===== src/rtl/tis_pkg.sv =====
`default_nettype none
// tis_pkg -- instruction encoding, FSM states and port indices for the TIS node core.
// Rev 1.0
package tis_pkg;

  localparam int INSTR_W    = 24;
  localparam int IMM_W      = 11;
  localparam int NUM_PORTS  = 4;
  localparam int PORT_UP    = 0;
  localparam int PORT_DOWN  = 1;
  localparam int PORT_LEFT  = 2;
  localparam int PORT_RIGHT = 3;

  typedef enum logic [3:0] {
    OP_NOP  = 4'h0,
    OP_MOV  = 4'h1,
    OP_ADD  = 4'h2,
    OP_SUB  = 4'h3,
    OP_JRO  = 4'h4,
    OP_JMP  = 4'h5,
    OP_JEZ  = 4'h6,
    OP_JNZ  = 4'h7,
    OP_JGZ  = 4'h8,
    OP_JLZ  = 4'h9,
    OP_SWP  = 4'hA,
    OP_SAV  = 4'hB,
    OP_NEG  = 4'hC,
    OP_HCF  = 4'hD,
    OP_RSVE = 4'hE,
    OP_RSVF = 4'hF
  } op_e;

  typedef enum logic [2:0] {
    SRC_IMM   = 3'd0,
    SRC_ACC   = 3'd1,
    SRC_NIL   = 3'd2,
    SRC_UP    = 3'd3,
    SRC_DOWN  = 3'd4,
    SRC_LEFT  = 3'd5,
    SRC_RIGHT = 3'd6,
    SRC_NIL7  = 3'd7
  } src_e;

  typedef enum logic [2:0] {
    DST_RSV0  = 3'd0,
    DST_ACC   = 3'd1,
    DST_NIL   = 3'd2,
    DST_UP    = 3'd3,
    DST_DOWN  = 3'd4,
    DST_LEFT  = 3'd5,
    DST_RIGHT = 3'd6,
    DST_RSV7  = 3'd7
  } dst_e;

  typedef struct packed {
    op_e              op;
    src_e             src;
    dst_e             dst;
    logic [2:0]       rsvd;
    logic [IMM_W-1:0] imm;
  } instr_t;

  typedef enum logic [1:0] {
    ALU_ADD = 2'd0,
    ALU_SUB = 2'd1,
    ALU_NEG = 2'd2
  } alu_op_e;

  typedef enum logic [1:0] {
    ST_RUN     = 2'd0,
    ST_WR_WAIT = 2'd1,
    ST_HALT    = 2'd2
  } state_e;

endpackage
`default_nettype wire


===== src/rtl/tis_sat_alu.sv =====
`default_nettype none
// tis_sat_alu -- combinational add/sub/neg computed one bit wider, clamped to +/-SAT_MAX.
// Rev 1.0
module tis_sat_alu
  import tis_pkg::*;
#(
  parameter int DATA_W  = 11,
  parameter int SAT_MAX = 999
) (
  input  alu_op_e                  op_i,
  input  logic signed [DATA_W-1:0] a_i,
  input  logic signed [DATA_W-1:0] b_i,
  output logic signed [DATA_W-1:0] res_o
);

  localparam int EW = DATA_W + 1;
  localparam logic signed [EW-1:0] MAX_V = EW'(SAT_MAX);
  localparam logic signed [EW-1:0] MIN_V = -MAX_V;

  logic signed [EW-1:0] w_a_ext;
  logic signed [EW-1:0] w_b_ext;
  logic signed [EW-1:0] w_sum;

  always_comb begin
    w_a_ext = EW'(a_i);
    w_b_ext = EW'(b_i);
    w_sum   = w_a_ext;
    case (op_i)
      ALU_ADD: w_sum = w_a_ext + w_b_ext;
      ALU_SUB: w_sum = w_a_ext - w_b_ext;
      ALU_NEG: w_sum = -w_a_ext;
      default: w_sum = w_a_ext;
    endcase
    if (w_sum > MAX_V) begin
      res_o = MAX_V[DATA_W-1:0];
    end else if (w_sum < MIN_V) begin
      res_o = MIN_V[DATA_W-1:0];
    end else begin
      res_o = w_sum[DATA_W-1:0];
    end
  end

endmodule
`default_nettype wire


===== src/rtl/tis_node_core.sv =====
`default_nettype none
// tis_node_core -- TIS-style node: writable program store, blocking neighbour ports, halt state.
// Rev 1.0
module tis_node_core
  import tis_pkg::*;
#(
  parameter int PROG_DEPTH = 15,
  parameter int DATA_W     = 11,
  parameter int SAT_MAX    = 999,
  parameter int PC_W       = $clog2(PROG_DEPTH)
) (
  input  logic                                  clk,
  input  logic                                  rst,
  input  logic                                  run,
  input  logic [PC_W-1:0]                       prog_len,
  input  logic                                  prog_we,
  input  logic [PC_W-1:0]                       prog_addr,
  input  logic [INSTR_W-1:0]                    prog_wdata,
  input  logic [NUM_PORTS-1:0][DATA_W-1:0]      in_data,
  input  logic [NUM_PORTS-1:0]                  in_valid,
  output logic [NUM_PORTS-1:0]                  in_ready,
  output logic [NUM_PORTS-1:0][DATA_W-1:0]      out_data,
  output logic [NUM_PORTS-1:0]                  out_valid,
  input  logic [NUM_PORTS-1:0]                  out_ready,
  output logic [PC_W-1:0]                       pc,
  output logic signed [DATA_W-1:0]              acc,
  output logic signed [DATA_W-1:0]              bak,
  output logic                                  halted,
  output logic                                  stall
);

  localparam int JW = ((DATA_W > PC_W) ? DATA_W : PC_W) + 2;

  logic [INSTR_W-1:0] mem_q [PROG_DEPTH];

  state_e                           state_q, state_d;
  logic [PC_W-1:0]                  pc_q, pc_d;
  logic signed [DATA_W-1:0]         acc_q, acc_d;
  logic signed [DATA_W-1:0]         bak_q, bak_d;
  logic [NUM_PORTS-1:0]             out_valid_q, out_valid_d;
  logic [NUM_PORTS-1:0][DATA_W-1:0] out_data_q, out_data_d;
  logic [1:0]                       wr_port_q, wr_port_d;
  logic                             halted_q, halted_d;

  instr_t                   w_instr;
  logic                     w_issue;
  logic                     w_uses_src;
  logic                     w_src_is_port;
  logic [1:0]               w_src_port;
  logic [1:0]               w_dst_port;
  logic                     w_operand_ok;
  logic signed [DATA_W-1:0] w_imm_ext;
  logic signed [DATA_W-1:0] w_operand;
  logic signed [DATA_W-1:0] w_alu_res;
  alu_op_e                  w_alu_op;
  logic [PC_W-1:0]          w_last;
  logic [PC_W-1:0]          w_seq_pc;
  logic [PC_W-1:0]          w_jmp_pc;
  logic [PC_W-1:0]          w_jro_pc;
  logic signed [JW-1:0]     w_jro_sum;
  logic signed [JW-1:0]     w_last_ext;
  logic                     w_unused;

  always_ff @(posedge clk) begin
    if (prog_we && (32'(prog_addr) < PROG_DEPTH)) begin
      mem_q[prog_addr] <= prog_wdata;
    end
  end

  // Fetch sees the stored word; a same-cycle write only lands at the edge.
  assign w_instr   = (32'(pc_q) < PROG_DEPTH) ? instr_t'(mem_q[pc_q]) : instr_t'('0);
  assign w_unused  = ^w_instr.rsvd;
  assign w_issue   = (state_q == ST_RUN) && run && (prog_len != '0);
  assign w_imm_ext = DATA_W'($signed(w_instr.imm));

  assign w_uses_src    = (w_instr.op == OP_MOV) || (w_instr.op == OP_ADD) ||
                         (w_instr.op == OP_SUB) || (w_instr.op == OP_JRO);
  assign w_src_is_port = (w_instr.src >= SRC_UP) && (w_instr.src <= SRC_RIGHT);
  assign w_src_port    = 2'(3'(w_instr.src) - 3'(SRC_UP));
  assign w_dst_port    = 2'(3'(w_instr.dst) - 3'(DST_UP));
  assign w_operand_ok  = !(w_uses_src && w_src_is_port) || in_valid[w_src_port];

  always_comb begin
    w_operand = '0;
    case (w_instr.src)
      SRC_IMM:                               w_operand = w_imm_ext;
      SRC_ACC:                               w_operand = acc_q;
      SRC_UP, SRC_DOWN, SRC_LEFT, SRC_RIGHT: w_operand = in_data[w_src_port];
      default:                               w_operand = '0;
    endcase
  end

  assign w_alu_op = (w_instr.op == OP_SUB) ? ALU_SUB :
                    (w_instr.op == OP_NEG) ? ALU_NEG : ALU_ADD;

  tis_sat_alu #(
    .DATA_W  (DATA_W),
    .SAT_MAX (SAT_MAX)
  ) u_alu (
    .op_i  (w_alu_op),
    .a_i   (acc_q),
    .b_i   (w_operand),
    .res_o (w_alu_res)
  );

  // A pc beyond a shrunken prog_len also wraps on the next advance.
  assign w_last     = prog_len - 1'b1;
  assign w_seq_pc   = (pc_q >= w_last) ? '0 : pc_q + 1'b1;
  assign w_jmp_pc   = (w_instr.imm[PC_W-1:0] >= prog_len) ? w_last : w_instr.imm[PC_W-1:0];
  assign w_jro_sum  = $signed({{(JW-PC_W){1'b0}}, pc_q}) + JW'(w_operand);
  assign w_last_ext = $signed({{(JW-PC_W){1'b0}}, w_last});
  assign w_jro_pc   = w_jro_sum[JW-1]          ? '0     :
                      (w_jro_sum > w_last_ext) ? w_last : w_jro_sum[PC_W-1:0];

  always_comb begin
    state_d     = state_q;
    pc_d        = pc_q;
    acc_d       = acc_q;
    bak_d       = bak_q;
    out_valid_d = out_valid_q;
    out_data_d  = out_data_q;
    wr_port_d   = wr_port_q;
    halted_d    = halted_q;
    in_ready    = '0;
    stall       = 1'b0;
    case (state_q)
      ST_RUN: begin
        if (w_issue) begin
          if (w_uses_src && w_src_is_port) begin
            in_ready[w_src_port] = 1'b1;
          end
          if (!w_operand_ok) begin
            stall = 1'b1;
          end else begin
            pc_d = w_seq_pc;
            case (w_instr.op)
              OP_MOV: begin
                case (w_instr.dst)
                  DST_ACC: acc_d = w_operand;
                  DST_UP, DST_DOWN, DST_LEFT, DST_RIGHT: begin
                    out_data_d[w_dst_port]  = w_operand;
                    out_valid_d[w_dst_port] = 1'b1;
                    wr_port_d               = w_dst_port;
                    state_d                 = ST_WR_WAIT;
                    pc_d                    = pc_q;
                  end
                  default: ;
                endcase
              end
              OP_ADD, OP_SUB, OP_NEG: acc_d = w_alu_res;
              OP_JRO: pc_d = w_jro_pc;
              OP_JMP: pc_d = w_jmp_pc;
              OP_JEZ: if (acc_q == '0) pc_d = w_jmp_pc;
              OP_JNZ: if (acc_q != '0) pc_d = w_jmp_pc;
              OP_JGZ: if (!acc_q[DATA_W-1] && (acc_q != '0)) pc_d = w_jmp_pc;
              OP_JLZ: if (acc_q[DATA_W-1]) pc_d = w_jmp_pc;
              OP_SWP: begin
                acc_d = bak_q;
                bak_d = acc_q;
              end
              OP_SAV: bak_d = acc_q;
              OP_HCF: begin
                halted_d = 1'b1;
                state_d  = ST_HALT;
                pc_d     = pc_q;
              end
              default: ;
            endcase
          end
        end
      end
      ST_WR_WAIT: begin
        stall = 1'b1;
        if (out_ready[wr_port_q]) begin
          out_valid_d[wr_port_q] = 1'b0;
          pc_d                   = w_seq_pc;
          state_d                = ST_RUN;
        end
      end
      ST_HALT: ;
      default: state_d = ST_RUN;
    endcase
  end

  always_ff @(posedge clk or posedge rst) begin
    if (rst) begin
      state_q     <= ST_RUN;
      pc_q        <= '0;
      acc_q       <= '0;
      bak_q       <= '0;
      out_valid_q <= '0;
      out_data_q  <= '0;
      wr_port_q   <= '0;
      halted_q    <= 1'b0;
    end else begin
      state_q     <= state_d;
      pc_q        <= pc_d;
      acc_q       <= acc_d;
      bak_q       <= bak_d;
      out_valid_q <= out_valid_d;
      out_data_q  <= out_data_d;
      wr_port_q   <= wr_port_d;
      halted_q    <= halted_d;
    end
  end

  assign pc        = pc_q;
  assign acc       = acc_q;
  assign bak       = bak_q;
  assign out_valid = out_valid_q;
  assign out_data  = out_data_q;
  assign halted    = halted_q;

endmodule
`default_nettype wire


===== config.mk =====
export PLATFORM = sky130hd
export DESIGN_NAME = tis_node_core
export DESIGN_NICKNAME = d
export VERILOG_FILES = /design/src/rtl/tis_pkg.sv /design/src/rtl/tis_sat_alu.sv /design/src/rtl/tis_node_core.sv
export SDC_FILE = /design/constraint.sdc
export NUM_CORES = 1
export LEC_CHECK = 0
export ABC_CLOCK_PERIOD_IN_PS = 14290
export CAP_MARGIN = 20
export CORE_ASPECT_RATIO = 0.9
export CORE_MARGIN = 2
export CORE_UTILIZATION = 50
export DETAILED_ROUTE_END_ITERATION = 8
export MAX_ROUTING_LAYER = met4
export PLACE_DENSITY = 0.71
export SLEW_MARGIN = 10
export SYNTH_ARGS = -nofsm -noshare
export SYNTH_HDL_FRONTEND = slang
export SYNTH_SLANG_ARGS = --single-unit

===== constraint.sdc =====
create_clock -name clk -period 14.29 [get_ports clk]
set_input_delay 2.1435 -clock clk [delete_from_list [all_inputs] [get_ports clk]]
set_output_delay 2.1435 -clock clk [all_outputs]
set_load 0.02 [all_outputs]

Word level (Yosys, flattened, before mapping) --
Memories as Yosys holds them, arrays and structs flattened. Index checks and enable logic that the tools add are counted.
Storage, ports and cells: register bits 79, bits in latches 0, bits in writable memories 360, bits in read-only memories 0, word-level logic and storage cells 168, memories 1
Memories:
- mem_q | words 15, width 24, rd ports 1, clocked after memory_dff 0, wr ports 1, line tis_node_core.sv:34 | logic [INSTR_W-1:0] mem_q [PROG_DEPTH];
Operators by class: add/sub/neg operators 8, multiply operators 0, div/mod/pow operators 0, $lt $le $gt $ge 15, equal/unequal tests 37, shift operators 0, mux-type cells 58, bitwise gates (word level) 4, reduce and logical (&&, ||, !) cells 34
Operators with widths (number):
- $mux W4 | 20
- $pmux W11 S3 | 2
- $mux W11 | 5
- $bwmux W44 | 1
- $pmux W12 S3 | 1
- $pmux W4 S8 | 1
- $eq A4 B4 Y1 const B | 6
- $mux W24 | 1
- $bmux W11 S2 | 1
- $demux W11 S2 | 1
- $eq A3 B3 Y1 const B | 6
- $reduce_and A6 Y1 | 3
- $eq A4 B3 Y1 const B | 4
- $pmux W4 S2 | 2
- $add A11 B11 Y12 | 1
- $add A5 B11 Y12 | 1
- $gt A12 B11 Y1 const B | 1
- $gt A12 B5 Y1 | 1
- $lt A12 B11 Y1 const B | 1
- $mux W2 | 6
- $neg A11 Y12 | 1
- $sub A11 B11 Y12 | 1
- $logic_not A11 Y1 | 1
- $reduce_bool A11 Y1 | 1
- other kinds (43) | 87

Longest topological paths before layout --
depth after elaboration 14, mapped depth 34, gate-level depth less buffers 29

Modules after synthesis --
A second synthesis with hierarchy kept.
Second synthesis, totals: cell total of the unflattened synthesis 1339, area total of the unflattened synthesis 18880.6 um^2
Modules (own cells, without submodules):
- tis_node_core | instances 1, cells an instance 1165, area an instance 17571.9 um^2
- tis_sat_alu | instances 1, cells an instance 174, area an instance 1308.8 um^2

Worst setup path after synthesis --
OpenSTA, ideal clock, no wires.
path type reg-to-reg, start point register pc_q[0], in the netlist pc[0], end point register acc_q[3], in the netlist acc[3], arrival 6.809 ns, data required time 14.203 ns, slack 7.394 ns, cell stages (with the launch flop) 30, clock period less this slack 6.896 ns, cell sequence dfrtp_1 -> buf_6 -> buf_8 -> buf_6 -> mux4_2 -> a22o_1 -> nor2_1 -> a31oi_1 -> ha_1 -> buf_2 -> clkbuf_1 -> mux2i_1 -> a2111oi_0 -> nand2b_1 -> nor2_1 -> a21oi_1 -> xnor2_1 -> ha_1 -> a21oi_1 -> nand2_1 -> and3_1 -> a21o_1 -> a311oi_1 -> xor2_1 -> nor2_1 -> o31ai_4 -> o311ai_2 -> buf_6 -> a21o_1 -> a211oi_2
On the way: word-level cells in the longest chain between the ends 12, elaborated cells between the ends (all ways) 50, classes of those cells add/sub (3); order compare (5); eq/ne (15); mux (13); reduce/logical (13); memory (1)
Ends and longest elaborated chain:
- from (decl) | line tis_node_core.sv:37 | logic [PC_W-1:0] pc_q, pc_d;
- from (signal assigned) | line tis_node_core.sv:197 | pc_q <= pc_d;
- $mem_v2 Z15 W24 or $lt A4 B4 Y1 (tied branches)
- $mux W24 (*) | line tis_node_core.sv:71 | assign w_instr = (32'(pc_q) < PROG_DEPTH) ? instr_t'(mem_q[pc_q]) : instr_t'('0);
- $sub A2 B2 Y2 | line tis_node_core.sv:79 | assign w_src_port = 2'(3'(w_instr.src) - 3'(SRC_UP));
- $bmux W11 S2 | line tis_node_core.sv:88 | SRC_UP, SRC_DOWN, SRC_LEFT, SRC_RIGHT: w_operand = in_data[w_src_port];
- $mux W11 (not written as such) | line tis_node_core.sv:88
- $pmux W11 S3 | line tis_node_core.sv:85 | case (w_instr.src)
- $sub A11 B11 Y12 or $add A11 B11 Y12 (tied branches) | line tis_sat_alu.sv:30, tis_sat_alu.sv:29
- $pmux W12 S3 | line tis_sat_alu.sv:28 | case (op_i)
- $lt A12 B11 Y1 | line tis_sat_alu.sv:36 | end else if (w_sum < MIN_V) begin
- $mux W11 | line tis_sat_alu.sv:36
- $mux W11 | line tis_sat_alu.sv:34 | if (w_sum > MAX_V) begin
- $pmux W11 S3 | line tis_node_core.sv:136 | case (w_instr.op)
- to (signal assigned) | line tis_node_core.sv:189 | acc_q <= '0;
- to (signal assigned) | line tis_node_core.sv:198 | acc_q <= acc_d;
- to (decl) | line tis_node_core.sv:38 | logic signed [DATA_W-1:0] acc_q, acc_d;
Mark *: on every way between the ends. The rest lies on a longest branch, timed or not. The select of a mux whose other input is x is not followed. A chain may end at the register's enable or synchronous reset.

Worst setup path in the final report --
start point register pc_q[0], in the netlist pc[0], end point register acc_q[8], in the netlist acc[8]
On the way: word-level cells in the longest chain between the ends 12, elaborated cells between the ends (all ways) 50, classes of those cells add/sub (3); order compare (5); eq/ne (15); mux (13); reduce/logical (13); memory (1)
Ends and longest elaborated chain:
- $mem_v2 Z15 W24 or $lt A4 B4 Y1 (tied branches)
- $mux W24 (*) | line tis_node_core.sv:71
- $sub A2 B2 Y2 | line tis_node_core.sv:79
- $bmux W11 S2 | line tis_node_core.sv:88
- $mux W11 (not written as such) | line tis_node_core.sv:88
- $pmux W11 S3 (*) | line tis_node_core.sv:85
- via u_alu.b_i[0] | line tis_sat_alu.sv:12 | input logic signed [DATA_W-1:0] b_i,
- $sub A11 B11 Y12 or $add A11 B11 Y12 (tied branches) | line tis_sat_alu.sv:30, tis_sat_alu.sv:29
- $pmux W12 S3 (*) | line tis_sat_alu.sv:28
- $lt A12 B11 Y1 | line tis_sat_alu.sv:36
- $mux W11 | line tis_sat_alu.sv:36
- $mux W11 (*) | line tis_sat_alu.sv:34
- $pmux W11 S3 (*) | line tis_node_core.sv:136
The timed path passes the listed nets; every way through them passes the cells marked *. The select of a mux whose other input is x is not followed.

==> metrics.txt <==
fin crit share=66.7%; clk root buf=clkbuf_16; Commonest cells post-synth=edfxtp_1, nand2_1, dfrtp_1; fraction of layout cells with a size suffix above 1=15.0%; Worst path max stage delay=860 ps; outcome=completed; CTS tree=done; Setup-failing EPs final=0; die area=39000 um^2; Seq cells post-synth=394; io pins=168; post-synthesis net count=1452; reg2reg path depth=28; post-CTS setup buffers=0; hold_sp=out_data[43]; Synth cell types=89; core box area=37100 um^2; largest net degree at the start of global routing=80; PortBufs=164; Die Width=208 um; cts hold-fix bufs=0; sequential-to-total area share from yosys stat=61.2%; Worst Max-Slew Pin Slew=1040 ps; Hold WS=477 ps; drt first pass iters=5; clk sink count=394; clk buf depth=3; routed vias=12351; Peak Freq=105 MHz; EDFF count, synth=315; Worst-path clk slew=70 ps; synthesized cell area=18700 um^2; WS Path Type=register to register; Clk Latency, worst-skew pair=550 ps; Initial Util=50.5%; H-tree depth=2; row count=67; Hold WC Path Type=register to register; Avg WL per Cell=24.3 um; hold path depth=2; final antenna-violating net count=0; max-slew violations=0; cells after synthesis=1320; Residual DRC=0; Mean Syn Cell Area=14.2 um^2; setup TNS=0 ps; count leader, synth=edfxtp_1; Area growth syn-to-layout=18.2%; share of Yosys cell area claimed by the top area cell type=50.6%; worst reg-to-reg setup slack=4760 ps; Final Net Count=1621; first-pass GRT wire length=73800 um; unrepaired setup endpoints after global routing=no; Final min period=9530 ps; largest cells by area after synthesis=edfxtp_1, dfrtp_1, mux4_2; RR Endpoint=acc[8]; All-Layer GR Usage=25.7%; endpoint class of the critical path=register; Slew HR=30.7%; Worst R2R Start=pc[0]; final wirelength=48500 um; RD Place Congestion=0.923; post-CTS sizing=0; Max-Cap Viols=0; Post-DP HPWL=32000 um; delay-heaviest family, CP=compound AO/OA/AOI/OAI gates; DIE HEIGHT=187 um; critical path's slowest cell=buf_4; worst path buffer plus inverter count=5; Ant. Diodes=0; Syn. warnings=0; Min-Delay Endpoint=out_data[43]; crit path DAT=9910 ps; cell taking the most area after synthesis=edfxtp_1; top_reg_cell synth=edfxtp_1; Async SR Flop Fraction=20.1%; Critical Path Stages=28; number of global-route vias before repair=12099; grt ovf=0; Worst Path Required=14670 ps; CP Launch Type=register; Hold Vio Cnt, Final=0; Vias/cell=6.19; CP max FO=49; initial antenna violation count=0; Iter 0 DRT Violations=1240; Fin Clk Skew=23.5 ps; CTS buffer count=40
cell type report:
type	count	area, um^2
flip-flops and latches	394	11400
repair buffers	189	1840
clock inverters	19	151
inverters	42	159
fillers	2850	15000
well taps	483	604
multi-input cells	822	6850
clock buffers	47	1050
logic make-up after synthesis:
kind of cell	count (synthesis)	synth area share [%]
xor gates and xnor gates	34	1.59
AOI/OAI and AO/OA	266	10.2
adders and majority gates	44	3.02
DFF	394	61.2
and+or+nand+nor	328	8.51
buffers and inverters	104	2.74
muxes	150	12.8
metal layers:
| metal | vias up | wire length, um | GRT usage [%] |
|---|---|---|---|
| met5 | - | 0 | - |
| met4 | 0 | 1120 | 6.60 |
| met3 | 85 | 3470 | 3.96 |
| met2 | 533 | 22600 | 39.0 |
| met1 | 6258 | 21300 | 36.6 |
| li1 | 5475 | - | - |
worst reg2reg max path, delay by kind of cell (launching register included):
kind | cells | cell delay [ps]
buffers and inverters | 5 | 1670
adders and majority gates | 3 | 780
AOI/OAI and AO/OA | 11 | 3730
and+or+nand+nor | 7 | 1510
muxes | 1 | 640
DFF | 1 | 840
xor gates and xnor gates | 1 | 190
stage by stage:
step / instance area, um^2 / std cells / setup WS [ps] / util, %
floorplan: 18700 / 1320 / 7390 / -
global placement: 20900 / 1928 / 5040 / 56.3
detailed placement: 20900 / 1928 / 4860 / 56.3
CTS: 22100 / 1994 / 4810 / 59.6
global route: 22100 / 1996 / 4190 / 59.6
finish: 22100 / 1996 / 4760 / 59.6
cells in the final DEF, fill, tap and decap left out, types with 42 or more instances in the layout:
| cell | instances |
|---|---|
| edfxtp_1 | 315 |
| clkdlybuf4s50_1 | 164 |
| nand2_1 | 116 |
| dfrtp_1 | 76 |
| o21ai_0 | 68 |
| mux4_2 | 66 |
| nor2_1 | 59 |
| a21oi_1 | 44 |
| ha_1 | 42 |
how the worst max path moves through the flow:
stage	from	end	slack (ps)
floorplan	pc[0]	acc[3]	7390
global placement	pc[0]	acc[8]	5040
detailed placement	pc[0]	acc[8]	4860
CTS	pc[0]	acc[8]	4810
global route	pc[0]	acc[8]	4190
finish	pc[0]	acc[8]	4760
sequential cells by signal (all words and copies together), names as in the netlist:
| register | flops |
|---|---|
| out_valid | 4 |
| bak | 11 |
| wr_port_q | 2 |
| halted | 1 |
| pc | 4 |
| acc | 11 |
| mem_q | 315 |
| out_data | 44 |
| state_q | 2 |
Power is not shown: default switching activity piles up to over one toggle a cycle in this logic, so the estimate is an artifact.
